--- src/rtl/cons_comma_cmp.sv ---
// Per-clock comma detector for an N-octet word: lowest comma position and all-comma flag, 1-cycle registered.
// Optional HIT output (at least one comma) is enabled by defining CONS_COMMA_CMP_HIT_EN.
module cons_comma_cmp #(
  parameter int         N     = 2,
  parameter logic [7:0] COMMA = 8'b00111101,
  localparam int        DW    = $clog2(N)
) (
  input  logic                CLK,
  input  logic                RST,
  input  logic [N-1:0]        K,
  input  logic [N-1:0][7:0]   DI,
  output logic                CONSEC,
`ifdef CONS_COMMA_CMP_HIT_EN
  output logic                HIT,
`endif
  output logic [DW-1:0]       DO
);

  logic [N-1:0]  m;
  logic [DW-1:0] first;

  always_comb begin
    m = '0;
    for (int i = 0; i < N; i++) begin
      m[i] = K[i] && (DI[i] == COMMA);
    end
  end

  // Scanning from the top down lets the lowest matching octet win.
  always_comb begin
    first = '0;
    for (int i = N - 1; i >= 0; i--) begin
      if (m[i]) first = DW'(i);
    end
  end

  always_ff @(posedge CLK or posedge RST) begin
    if (RST) begin
      CONSEC <= 1'b0;
      DO     <= '0;
    end else begin
      CONSEC <= &m;
      if (|m) DO <= first;
    end
  end

`ifdef CONS_COMMA_CMP_HIT_EN
  always_ff @(posedge CLK or posedge RST) begin
    if (RST) HIT <= 1'b0;
    else     HIT <= |m;
  end
`endif

endmodule

--- config.mk ---
export PLATFORM = sky130hd
export DESIGN_NAME = cons_comma_cmp
export DESIGN_NICKNAME = d
export VERILOG_FILES = /design/src/rtl/cons_comma_cmp.sv
export SDC_FILE = /design/constraint.sdc
export NUM_CORES = 1
export LEC_CHECK = 0
export BUFFER_PORTS_ARGS = -buffer_cell sky130_fd_sc_hd__clkbuf_2
export CAP_MARGIN = 20
export CORE_AREA = 2 2 39 41
export CTS_BUF_LIST = sky130_fd_sc_hd__clkbuf_8 sky130_fd_sc_hd__clkbuf_16
export CTS_CLUSTER_SIZE = 30
export DETAILED_ROUTE_END_ITERATION = 7
export DIE_AREA = 0 0 41 43
export SLEW_MARGIN = 0
export SYNTH_ARGS = -nofsm -noshare
export SYNTH_HDL_FRONTEND = slang
export SYNTH_SLANG_ARGS = --single-unit
--- constraint.sdc ---
create_clock -name CLK -period 0.8 [get_ports CLK]
set_input_delay 0.04 -clock CLK [delete_from_list [all_inputs] [get_ports CLK]]
set_output_delay 0.04 -clock CLK [all_outputs]
set_load 0.02 [all_outputs]
======== Word level (Yosys, flattened, before mapping) ========
Cells that the tools add are included.
word-level totals
  flip-flop bits (word level) ............. 2
  bits of input ports ..................... 20
operators by class
  muxes and demuxes ....................... 2
  eq/ne operators ......................... 2
  reductions and logical operators ........ 4
operators with widths
  kind                  number
  $eq A8 B6 Y1 const B  2
  $logic_and A1 B1 Y1   2
  $mux W1               2
  $reduce_and A2 Y1     1
  $reduce_or A2 Y1      1

======== Longest topological paths before layout ========
  depth in word-level cells ............... 4
  gate-level depth with buffers ........... 3
  depth with buffers taken out ............ 3

======== Worst setup path before layout ========
No wires, ideal clock.
  kind .................................... reg-to-reg
  start ................................... register DO (netlist name)
  end ..................................... register DO
  buffers on the path ..................... 0
  slack ................................... 0.054 ns
  arrival ................................. 0.628 ns
  data required time ...................... 0.681 ns
  stages on the path, launching flop included .. 2
  period minus slack after synthesis ...... 0.746 ns
  path through ............................ dfrtp_1 -> o21a_1
RTL lines
  what                    RTL line  RTL
  end signal: assignment  43        if (|m) DO <= first;
  end: declaration        16        output logic [DW-1:0] DO

======== Final worst setup path ========
  start ................................... register DO
  end ..................................... output port DO
No word-level cell between the ends.

==> results.md <==
* Top Ports at 22
* Post CTS Setup Buffer Count at 0
* Mapped Cells at 12
* Power density over the cells at 1910 nW/um^2
* Largest delay contributor family on the critical path: flip-flops
* Clock skew at 0 ns
* Top achievable clock speed at ~1300 MHz
* Setup violations, final at 0
* Seq/Total Area, Yosys at 0.404
* Area of the multi-input gates at 70.1 um^2
* Via count at 190
* Critical path arrival at 0.73 ns
* Primary FF master, synth: dfrtp_1
* Worst slew pin tran at 0.242 ns
* HPWL after DPL at roughly 380 um
* GP Congestion at 0.640
* Number of global-route vias before repair at 201
* Placed inst area at 249 um^2
* FF/Latch Area at 50.0 um^2
* Ranking of synthesized cells by area: dfrtp_1 40%, nor4_2 10%, nand4bb_1 9.1%
* Total routed wirelength at approximately 450 um
* Flops & latches, synth at 2
* Gr ovfl total at 0
* CP Class: reg2out
* Slew Limit Headroom at 0.837
* Root Driver: clkbuf_8
* Antenna viol nets, final at 0
* TritonCTS clock tree: yes
* Die W at 41 um
* Row count at 14
* First-pass GRT wire length at 690 um
* Max VDD drop at 0.331 mV
* Synth area leader: dfrtp_1
* Setup TNS at 0 ns
* Max Cap Viol at 0
* Latest clock arrival within the worst-skew pair at 0.21 ns
* Routed length per instance at 8.53 um
* Met1 Resource Use GR at 0.0383
* GRT Resource Usage Total at 0.0701
* Min-Delay Path Class: in2reg
* Top post-synthesis cells by count: 2 x dfrtp_1, 2 x nand2_1
* Synth-to-layout area growth at 147%
* Met3 Usage GRT at 0.0157
* CTS buffer count at 3
* Antenna cells at 0
* Crit path buffers/inverters at 1
* Post-synthesis net count at 32
* Hold_ws at 0.0971 ns
* Post-synth top area share at 0.404
* Vias per cell at around 3.6
* Largest net degree at the start of global routing at 3
* Initial core utilization at 0.0895
* Syn avg cell area at roughly 10 um^2
* DRC errors left at 0
* 1st-iter DRT viols at 0
* GRT met2 Usage at 0.106
* Startpoint Class: register
* Share of cells above drive strength 1 at 0.676
* Die height at 43 um
* Clk sink count at 2
* Asr flop ratio synth at 1.00
* Clock-pin transition on the worst setup and hold timing paths at 0.03 ns
* Slowest Stage Delay on Critical Path at roughly 0.38 ns
* CTS max path bufs at 2
* Crit-path slowest cell: dfrtp_1
* Total Power at 0.000585 W
* Period minus WS final at 0.769 ns
* Yosys cell types at 10
* Post-layout nets at 59
* Final Hold Viols at 0
* Final instance area at approximately 310 um^2
* Busiest layer in global routing: met4
* Cell Area, Synth at 124 um^2
* Setup crit end kind: output port
* Final slew viol count at 0
* Period utilization at 0.961
* Status: finished clean
* PortBufs at 21
* WP data required at between 0.7 and 0.8 ns
* Cells along the critical path: buf_6
* DR pass1 iterations at 1
* Antenna violations before repair at 0
* Yosys warns at 0
* RSZ-0062 raised after global routing: no
* DIE AREA at 1760 um^2
* Number of synthesized flops with an enable pin at 0
* Crit-path max FO at 2
* Fill cells at 159
* H-tree Lvls at 1
* Leakage power at 0.168 nW
* Total core area at 1380 um^2
==> where the power goes <==
group	switching, W	internal, W
logic	0.0000251	0.0000530
clock network	0.0000793	0.000318
registers	0.00000331	0.000106
==> area by class of cell <==
| cell class | count | area share |
|---|---|---|
| clock buffer | 3 | 0.135 |
| inverter | 1 | 0.0122 |
| multi-input combinational | 9 | 0.229 |
| sequential | 2 | 0.163 |
| tap | 16 | 0.0653 |
| timing repair buffer | 22 | 0.396 |
==> sequential cells by signal, indices dropped and copies added (netlist names) <==
register,flops
CONSEC,1
DO,1
==> through the flow <==
stage	instances	util	worst slack, ns
detailed placement	49	0.180	-0.00643
global route	53	0.222	0.00625
floorplan	12	-	0.0536
CTS	53	0.217	0.0157
finish	53	0.222	0.0312
global placement	49	0.180	-0.00524
==> what timing repair did <==
action / in CTS / in global routing
gates resized for setup: 0 / 3
hold endpoints to repair: 2 / 0
hold buffers: 1 / 0
setup endpoints to repair: 0 / 1
==> path summary, 6_finish.rpt <==
kind	to	cells past startpoint	startpoint	slack [ns]
max in group asynchronous	DO	3	RST	0.48
hold / removal	CONSEC	3	DI[2]	0.1
setup reg to reg	DO	1	DO	0.11
min in group asynchronous	CONSEC	3	RST	0.21
setup / recovery	DO	1	DO	0.03
hold reg to reg	DO	1	DO	0.53
==> kinds of logic after synthesis <==
logic type	synth area share
buf+inv	0.0303
simple gates	0.505
flops	0.404
compound gates	0.0606
==> cell usage in the layout (no fill, tap or decap) <==
master         synthesis  layout
nand4bb_1              1       1
dfrtp_1                2       2
nor2b_1                1       1
clkbuf_2               0      20
o21a_1                 1       1
clkbuf_8               0       3
buf_6                  0       1
dlygate4sd3_1          0       1
nor4bb_1               1       1
nand4_1                1       1
inv_1                  1       1
nor4_2                 1       1
and3b_1                1       1
nand2_1                2       2
==> routing by layer <==
layer  share of wire  vias up  wire [um]
li1                -       95          -
met2            0.54       11        243
met3           0.091        2         41
met5               0        -          0
met4           0.042        0         19
met1            0.33       82        147
(Power assumes the default switching activity.)
